### config.mk
export PLATFORM = sky130hd
export DESIGN_NAME = simple_bus_arb_mem_flat
export DESIGN_NICKNAME = d
export VERILOG_FILES = /design/src/rtl/simple_bus_pkg.sv /design/src/rtl/simple_bus_arb_mem_if.sv /design/src/rtl/simple_bus_rr_arb.sv /design/src/rtl/simple_bus_arb_mem.sv /design/src/flat_wrapper.sv
export SDC_FILE = /design/constraint.sdc
export NUM_CORES = 2
export LEC_CHECK = 0
export ABC_AREA = 1
export CORE_MARGIN = 2
export CORE_UTILIZATION = 40
export DETAILED_ROUTE_END_ITERATION = 12
export GPL_TIMING_DRIVEN = 0
export PLACE_DENSITY = 0.59
export RECOVER_POWER = 25
export REMOVE_ABC_BUFFERS = 1
export SLEW_MARGIN = 25
export SYNTH_ARGS = -nofsm -noshare
export SYNTH_HDL_FRONTEND = slang
export SYNTH_SLANG_ARGS = --single-unit
### constraint.sdc
create_clock -name clk -period 19.38 [get_ports clk]
set_clock_uncertainty 0.05 [all_clocks]
set_input_delay 3.876 -clock clk [delete_from_list [all_inputs] [get_ports clk]]
set_output_delay 3.876 -clock clk [all_outputs]
set_load 0.01 [all_outputs]
### src/rtl/simple_bus_pkg.sv
// Shared types and helpers for the simple_bus multi-channel memory target.
package simple_bus_pkg;

    typedef enum logic [1:0] {
        MODE_NOP   = 2'b00,
        MODE_READ  = 2'b01,
        MODE_WRITE = 2'b10,
        MODE_SWAP  = 2'b11
    } mode_e;

    typedef enum logic [1:0] {
        IDLE   = 2'd0,
        GRANT  = 2'd1,
        ACCESS = 2'd2
    } arb_state_e;

    // Counter/index width for n values, never narrower than one bit.
    function automatic int clog2_min1(input int n);
        int r;
        r = 0;
        while ((1 << r) < n) r++;
        return (r < 1) ? 1 : r;
    endfunction

endpackage

### src/rtl/simple_bus_arb_mem_if.sv
// simple_bus signal bundle for N_CH requesters sharing one memory target.
interface simple_bus_arb_mem_if #(
    parameter int N_CH   = 4,
    parameter int ADDR_W = 8,
    parameter int DATA_W = 8
);
    // A channel holds req until done; gnt is one-hot ownership. While gnt[i] is
    // high a one-cycle start[i] launches a transfer, answered by exactly one rdy[i]
    // pulse on the following cycle (rdata/err qualified by that rdy).
    logic [N_CH-1:0]        req;
    logic [N_CH-1:0]        gnt;
    logic [N_CH-1:0]        start;
    logic [N_CH*2-1:0]      mode;
    logic [N_CH*ADDR_W-1:0] addr;
    logic [N_CH*DATA_W-1:0] wdata;
    logic [N_CH-1:0]        rdy;
    logic [DATA_W-1:0]      rdata;
    logic [N_CH-1:0]        err;
    logic [N_CH-1:0]        timeout;

    modport master (
        output req, start, mode, addr, wdata,
        input  gnt, rdy, rdata, err, timeout
    );

    modport slave (
        input  req, start, mode, addr, wdata,
        output gnt, rdy, rdata, err, timeout
    );

endinterface

### src/rtl/simple_bus_rr_arb.sv
// Combinational round-robin picker: first requester at or after rr_ptr, wrapping.
module simple_bus_rr_arb
    import simple_bus_pkg::*;
#(
    parameter int N_CH = 4
) (
    input  logic [N_CH-1:0]               req,
    input  logic [clog2_min1(N_CH)-1:0]   rr_ptr,
    output logic [N_CH-1:0]               pick,
    output logic                          any_req
);
    localparam int OW = clog2_min1(N_CH);

    logic [OW:0]   sum;
    logic [OW-1:0] idx;
    logic          found;

    always_comb begin
        pick  = '0;
        found = 1'b0;
        sum   = '0;
        idx   = '0;
        for (int i = 0; i < N_CH; i++) begin
            sum = {1'b0, rr_ptr} + (OW+1)'(i);
            if (sum >= (OW+1)'(N_CH)) sum = sum - (OW+1)'(N_CH);
            idx = sum[OW-1:0];
            if (!found && req[idx]) begin
                pick[idx] = 1'b1;
                found     = 1'b1;
            end
        end
    end

    assign any_req = |req;

endmodule

### src/rtl/simple_bus_arb_mem.sv
// Round-robin arbitrated RAM target with burst cap and out-of-range errors.
// Optional grant revocation on idle owners: define SIMPLE_BUS_TIMEOUT_EN.
module simple_bus_arb_mem
    import simple_bus_pkg::*;
#(
    parameter int N_CH        = 4,
    parameter int ADDR_W      = 8,
    parameter int DATA_W      = 8,
    parameter int DEPTH       = 256,
    parameter int BURST_MAX   = 4,
    parameter int TIMEOUT_CYC = 16
) (
    input  logic                 clk,
    input  logic                 rst,
    simple_bus_arb_mem_if.slave  bus,
    output arb_state_e           dbg_state
);
    localparam int OW = clog2_min1(N_CH);
    localparam int BW = clog2_min1(BURST_MAX + 1);
    localparam int MW = clog2_min1(DEPTH);

    arb_state_e        state_q, state_d;
    logic [N_CH-1:0]   gnt_q, gnt_d, rdy_q, rdy_d, err_q, err_d;
    logic [OW-1:0]     owner_q, owner_d, rr_q, rr_d, pick_idx, next_ptr;
    logic [BW-1:0]     burst_q, burst_d;
    logic [DATA_W-1:0] rdata_q;
    logic [N_CH-1:0]   pick;
    logic              any_req;

    logic              own_req, own_start, in_range, acc_fire, rd_en, wr_en;
    mode_e             own_mode;
    logic [ADDR_W-1:0] own_addr;
    logic [DATA_W-1:0] own_wdata;
    logic [MW-1:0]     mem_idx;
    logic [DATA_W-1:0] mem [DEPTH];

`ifdef SIMPLE_BUS_TIMEOUT_EN
    localparam int TW = clog2_min1(TIMEOUT_CYC);
    logic [TW-1:0]     idle_q, idle_d;
    logic [N_CH-1:0]   to_q, to_d;
`endif

    simple_bus_rr_arb #(.N_CH(N_CH)) u_arb (
        .req     (bus.req),
        .rr_ptr  (rr_q),
        .pick    (pick),
        .any_req (any_req)
    );

    // Select the owner's lane and turn the one-hot pick into an index.
    always_comb begin
        own_req   = 1'b0;
        own_start = 1'b0;
        own_mode  = MODE_NOP;
        own_addr  = '0;
        own_wdata = '0;
        pick_idx  = '0;
        for (int i = 0; i < N_CH; i++) begin
            if (owner_q == OW'(i)) begin
                own_req   = bus.req[i];
                own_start = bus.start[i];
                own_mode  = mode_e'(bus.mode[i*2 +: 2]);
                own_addr  = bus.addr[i*ADDR_W +: ADDR_W];
                own_wdata = bus.wdata[i*DATA_W +: DATA_W];
            end
            if (pick[i]) pick_idx = OW'(i);
        end
    end

    assign next_ptr = (owner_q == OW'(N_CH - 1)) ? '0 : owner_q + 1'b1;
    assign in_range = 32'(own_addr) < 32'(DEPTH);
    assign mem_idx  = own_addr[MW-1:0];
    assign rd_en    = in_range && (own_mode == MODE_READ || own_mode == MODE_SWAP);
    assign wr_en    = in_range && (own_mode == MODE_WRITE || own_mode == MODE_SWAP);

    always_comb begin
        state_d  = state_q;
        gnt_d    = gnt_q;
        owner_d  = owner_q;
        rr_d     = rr_q;
        burst_d  = burst_q;
        rdy_d    = '0;
        err_d    = '0;
        acc_fire = 1'b0;
`ifdef SIMPLE_BUS_TIMEOUT_EN
        idle_d   = idle_q;
        to_d     = '0;
`endif
        case (state_q)
            IDLE: begin
                if (any_req) begin
                    gnt_d   = pick;
                    owner_d = pick_idx;
                    burst_d = '0;
                    state_d = GRANT;
`ifdef SIMPLE_BUS_TIMEOUT_EN
                    idle_d  = '0;
`endif
                end
            end
            GRANT: begin
                if (!own_req) begin
                    gnt_d   = '0;
                    rr_d    = next_ptr;
                    state_d = IDLE;
                end else if (own_start) begin
                    // The RAM op happens on this edge; ACCESS is the rdy cycle.
                    acc_fire = 1'b1;
                    rdy_d    = gnt_q;
                    err_d    = in_range ? '0 : gnt_q;
                    state_d  = ACCESS;
`ifdef SIMPLE_BUS_TIMEOUT_EN
                    idle_d   = '0;
                end else if (idle_q == TW'(TIMEOUT_CYC - 1)) begin
                    gnt_d    = '0;
                    to_d     = gnt_q;
                    rr_d     = next_ptr;
                    state_d  = IDLE;
                end else begin
                    idle_d   = idle_q + 1'b1;
`endif
                end
            end
            ACCESS: begin
                burst_d = burst_q + 1'b1;
                if (burst_q + 1'b1 == BW'(BURST_MAX)) begin
                    gnt_d   = '0;
                    rr_d    = next_ptr;
                    state_d = IDLE;
                end else begin
                    state_d = GRANT;
                end
            end
            default: begin
                gnt_d   = '0;
                state_d = IDLE;
            end
        endcase
    end

    always_ff @(posedge clk or posedge rst) begin
        if (rst) begin
            state_q <= IDLE;
            gnt_q   <= '0;
            rdy_q   <= '0;
            err_q   <= '0;
            owner_q <= '0;
            rr_q    <= '0;
            burst_q <= '0;
            rdata_q <= '0;
`ifdef SIMPLE_BUS_TIMEOUT_EN
            idle_q  <= '0;
            to_q    <= '0;
`endif
        end else begin
            state_q <= state_d;
            gnt_q   <= gnt_d;
            rdy_q   <= rdy_d;
            err_q   <= err_d;
            owner_q <= owner_d;
            rr_q    <= rr_d;
            burst_q <= burst_d;
            rdata_q <= (acc_fire && rd_en) ? mem[mem_idx] : '0;
`ifdef SIMPLE_BUS_TIMEOUT_EN
            idle_q  <= idle_d;
            to_q    <= to_d;
`endif
        end
    end

    // RAM is not reset; a swap reads the old word through rdata_q above.
    always_ff @(posedge clk) begin
        if (acc_fire && wr_en) mem[mem_idx] <= own_wdata;
    end

    assign bus.gnt   = gnt_q;
    assign bus.rdy   = rdy_q;
    assign bus.err   = err_q;
    assign bus.rdata = rdata_q;
`ifdef SIMPLE_BUS_TIMEOUT_EN
    assign bus.timeout = to_q;
`else
    assign bus.timeout = '0;
`endif
    assign dbg_state = state_q;

endmodule
### src/flat_wrapper.sv
// flat-port wrapper written by rule: the top's interface ports become plain ports
module simple_bus_arb_mem_flat import simple_bus_pkg::*;
#(
    parameter int N_CH        = 4,
    parameter int ADDR_W      = 8,
    parameter int DATA_W      = 8,
    parameter int DEPTH       = 256,
    parameter int BURST_MAX   = 4,
    parameter int TIMEOUT_CYC = 16
)
  (clk, rst, dbg_state, bus_req, bus_start, bus_mode, bus_addr, bus_wdata, bus_gnt, bus_rdy, bus_rdata, bus_err, bus_timeout);
  simple_bus_arb_mem_if #(.N_CH(N_CH), .ADDR_W(ADDR_W), .DATA_W(DATA_W)) bus_i ();
  input  logic clk;
  input  logic rst;
  output arb_state_e dbg_state;
  input wire logic [$bits(bus_i.req)-1:0] bus_req;
  input wire logic [$bits(bus_i.start)-1:0] bus_start;
  input wire logic [$bits(bus_i.mode)-1:0] bus_mode;
  input wire logic [$bits(bus_i.addr)-1:0] bus_addr;
  input wire logic [$bits(bus_i.wdata)-1:0] bus_wdata;
  output wire logic [$bits(bus_i.gnt)-1:0] bus_gnt;
  output wire logic [$bits(bus_i.rdy)-1:0] bus_rdy;
  output wire logic [$bits(bus_i.rdata)-1:0] bus_rdata;
  output wire logic [$bits(bus_i.err)-1:0] bus_err;
  output wire logic [$bits(bus_i.timeout)-1:0] bus_timeout;
  assign bus_i.req = bus_req;
  assign bus_i.start = bus_start;
  assign bus_i.mode = bus_mode;
  assign bus_i.addr = bus_addr;
  assign bus_i.wdata = bus_wdata;
  assign bus_gnt = bus_i.gnt;
  assign bus_rdy = bus_i.rdy;
  assign bus_rdata = bus_i.rdata;
  assign bus_err = bus_i.err;
  assign bus_timeout = bus_i.timeout;
  simple_bus_arb_mem #(.N_CH(N_CH), .ADDR_W(ADDR_W), .DATA_W(DATA_W), .DEPTH(DEPTH), .BURST_MAX(BURST_MAX), .TIMEOUT_CYC(TIMEOUT_CYC)) u_core (.clk(clk), .rst(rst), .bus(bus_i), .dbg_state(dbg_state));
endmodule
==> metrics.cfg <==
[clocking]
clkTransAtPathRegs_ps=60
cts_buffers=211
cts_tree=yes
htree_levels=4
postCtsSetupBuffers=0
root_buffer=clkbuf_16
hold_buffers=0
insertion_delay_ps=870
cts_resized=0
cts_max_path_buffers=3
clock-sinks=2073

[yosys]
synth_area_sq_um=87900
synth.avg_cell_area_sq_um=10.9
ys_seq_area_share_pct=70.7
yosysTopAreaCellShare_pct=70.0
synth_top_cell_by_area=edfxtp_1
ys_types=38
synth_seq_cells=2073
syn_inst=8059
synthTopCellsByArea=edfxtp_1, nand2_1, nor2_1
synth-warning-count=0

[finish]
n_fill_cell=19737
mostFrequentLayoutCells=edfxtp_1, nand2_1, nor2_1
area_growth_pct=15.1
multiInputGateArea_sq_um=22900
final_nets=8184
final_layout_size_suffix_gt1_share_pct=6.28
register_area_sq_um=62100
final_common_cell=edfxtp_1

[sta]
fin_hold_ws_ps=471
grt_setup_unrepaired=false
clock.fmax_mhz=111
fin_setup_tns_ps=0
relSlewSlack_pct=-32.6
finalHoldViolCount=0
tightestPinTransition_ps=1970
drv_slew=38
period_needed_ps=8990
setup_viol=0
period_share_pct=46.4

[place]
dp_hpwl_um=155000
gp_congestion=0.783
port_buffers=99

[critical_path]
critPathArrivalTime_ps=9420
cp.required_ps=19810
path_max_fanout=101
worstSetupStartpointType=input port
slowest_delay_ps=840
cpMostUsedCell=buf_16
path_cells=clkdlybuf4s50_1 > or2_4 > buf_12 > buf_12 > nand2_8 > buf_16 > buf_16 > buf_16 > nand2_2 > nor2_1 > nand2_4 > nor2_1
reg2reg_depth=13
path_class=in -> reg
cp_top_family=simple AND/OR/NAND/NOR gates
cp_slowest_cell=nor2_1
crit_buf_inv=6
worst-path-stages=12
cp-end-kind=register

[die]
rows=172
io_pins=108
die_h_um=473
dieArea_sq_um=223000
core_area_sq_um=219000
initial_core_util_pct=40.1
die_width_um=473

[drt]
vias=61045
drt-pass1-iter-count=6
final_antenna_net_count=0
drt_wl_total_um=251000
viasPerCell=5.48
avgRoutedWirePerCell_um=22.6
drc=0
initialDrtViolationCount=6907

[job]
max_cap_violations=3

[run_status]
violations=capacitance limit, slew limit
status=finished, violations left

[global_route]
grt_pass1_wl_um=372000
grt_use_total_pct=21.9
antenna_found_initial=4
grt_max_degree=114
grt_pass1_vias=57729
overflow=0

[worst_hold_path]
hp-class=reg -> reg
whs_path_depth=2

per-stage QoR:
step / setup slack (ps) / util, % / cell area [sq um] / cells
finish: 10390 / 46.2 / 101000 / 11133
global route: 10080 / 46.2 / 101000 / 11125
CTS: 10370 / 46.5 / 102000 / 11124
detailed placement: 9480 / 43.5 / 95300 / 10743
global placement: -112200 / 41.1 / 90000 / 10478
floorplan: -36290 / - / 85400 / 7508
worst reg2reg max path, cell delays in order (launching register included):
cell	delay, ps
dfrtp_1	410
inv_1	120
ha_1	700
inv_1	550
nand3_1	360
nand2_8	260
nand2_8	370
buf_16	360
buf_16	390
buf_16	430
nand2_2	620
nor2_1	730
nand2_4	560
nor2_1	870
state kept, by name, summed over array words and instances (netlist names):
| name | cells |
|---|---|
| u_core.burst_q | 3 |
| u_core.bus.gnt | 4 |
| u_core.bus.rdata | 8 |
| u_core.bus.rdy | 4 |
| u_core.dbg_state | 2 |
| u_core.mem | 2048 |
| u_core.owner_q | 2 |
| u_core.rr_q | 2 |
layout make-up:
type,count,share of cell area (%)
Sequential cell,2073,61.4
Inverter,156,0.586
Multi-Input combinational cell,5279,22.7
Antenna cell,9,0.0223
Tap cell,2871,3.55
Clock buffer,271,5.44
Timing Repair Buffer,364,5.37
Clock inverter,110,0.974
Yosys cell counts:
library cell  instances
edfxtp_1           2048
nand2_1            1967
nor2_1             1301
a21oi_1             787
o21ai_0             688
buf_2               251
clkbuf_1            244
o21ai_1             236
inv_1               151
nand3_1             150
buf_1                32
buf_4                28
nand4_1              28
nor3_1               26
dfrtp_1              25
ha_1                 17
a21boi_0              9
a221oi_1              9
o31ai_1               9
o211ai_1              8
a22oi_1               7
inv_2                 5
a22o_1                4
and2_1                4
o21a_1                4
o22ai_1               4
a21boi_1              3
clkbuf_2              3
nor3_2                2
a21oi_2               1
conb_1                1
mux2i_1               1
nand2_2               1
nand2_4               1
nor4_1                1
o2111ai_1             1
or2_0                 1
xnor2_1               1
metal layers:
layer | vias up | GRT usage (%) | share of wire, % | routed length (um)
met5 | - | 0 | 0 | 0
met4 | 0 | 7.20 | 2.9 | 7340
met3 | 387 | 3.72 | 7.8 | 19500
met2 | 2551 | 34.4 | 47 | 117000
met1 | 30093 | 30.7 | 43 | 107000
li1 | 28014 | - | - | -
kinds of logic (layout without fill, tap and decap cells):
group	count (synthesis)	after routing	synth area share, %
compound gates	1770	1770	10.3
xor+xnor	1	1	0.00997
fa+ha+maj	17	17	0.242
buf+inv	714	901	3.53
flops	2073	2073	70.7
mux	1	1	0.0114
other cells	1	17	0.00427
simple gates	3482	3482	15.2
path summary, 6_finish.rpt:
kind	startpoint	to	slack (ps)
max in group asynchronous	rst	u_core.bus.gnt[0]	14600
min	u_core.bus.gnt[3]	u_core.bus.rdy[3]	470
min reg2reg	u_core.bus.gnt[3]	u_core.bus.rdy[3]	470
max reg2reg	u_core.owner_q[0]	u_core.mem[248][1]	12240
min in group asynchronous	rst	u_core.dbg_state[0]	3840
max	bus_addr[24]	u_core.mem[248][1]	10390
Power is not shown: default switching activity piles up to over one toggle a cycle in this logic, so the estimate is an artifact.
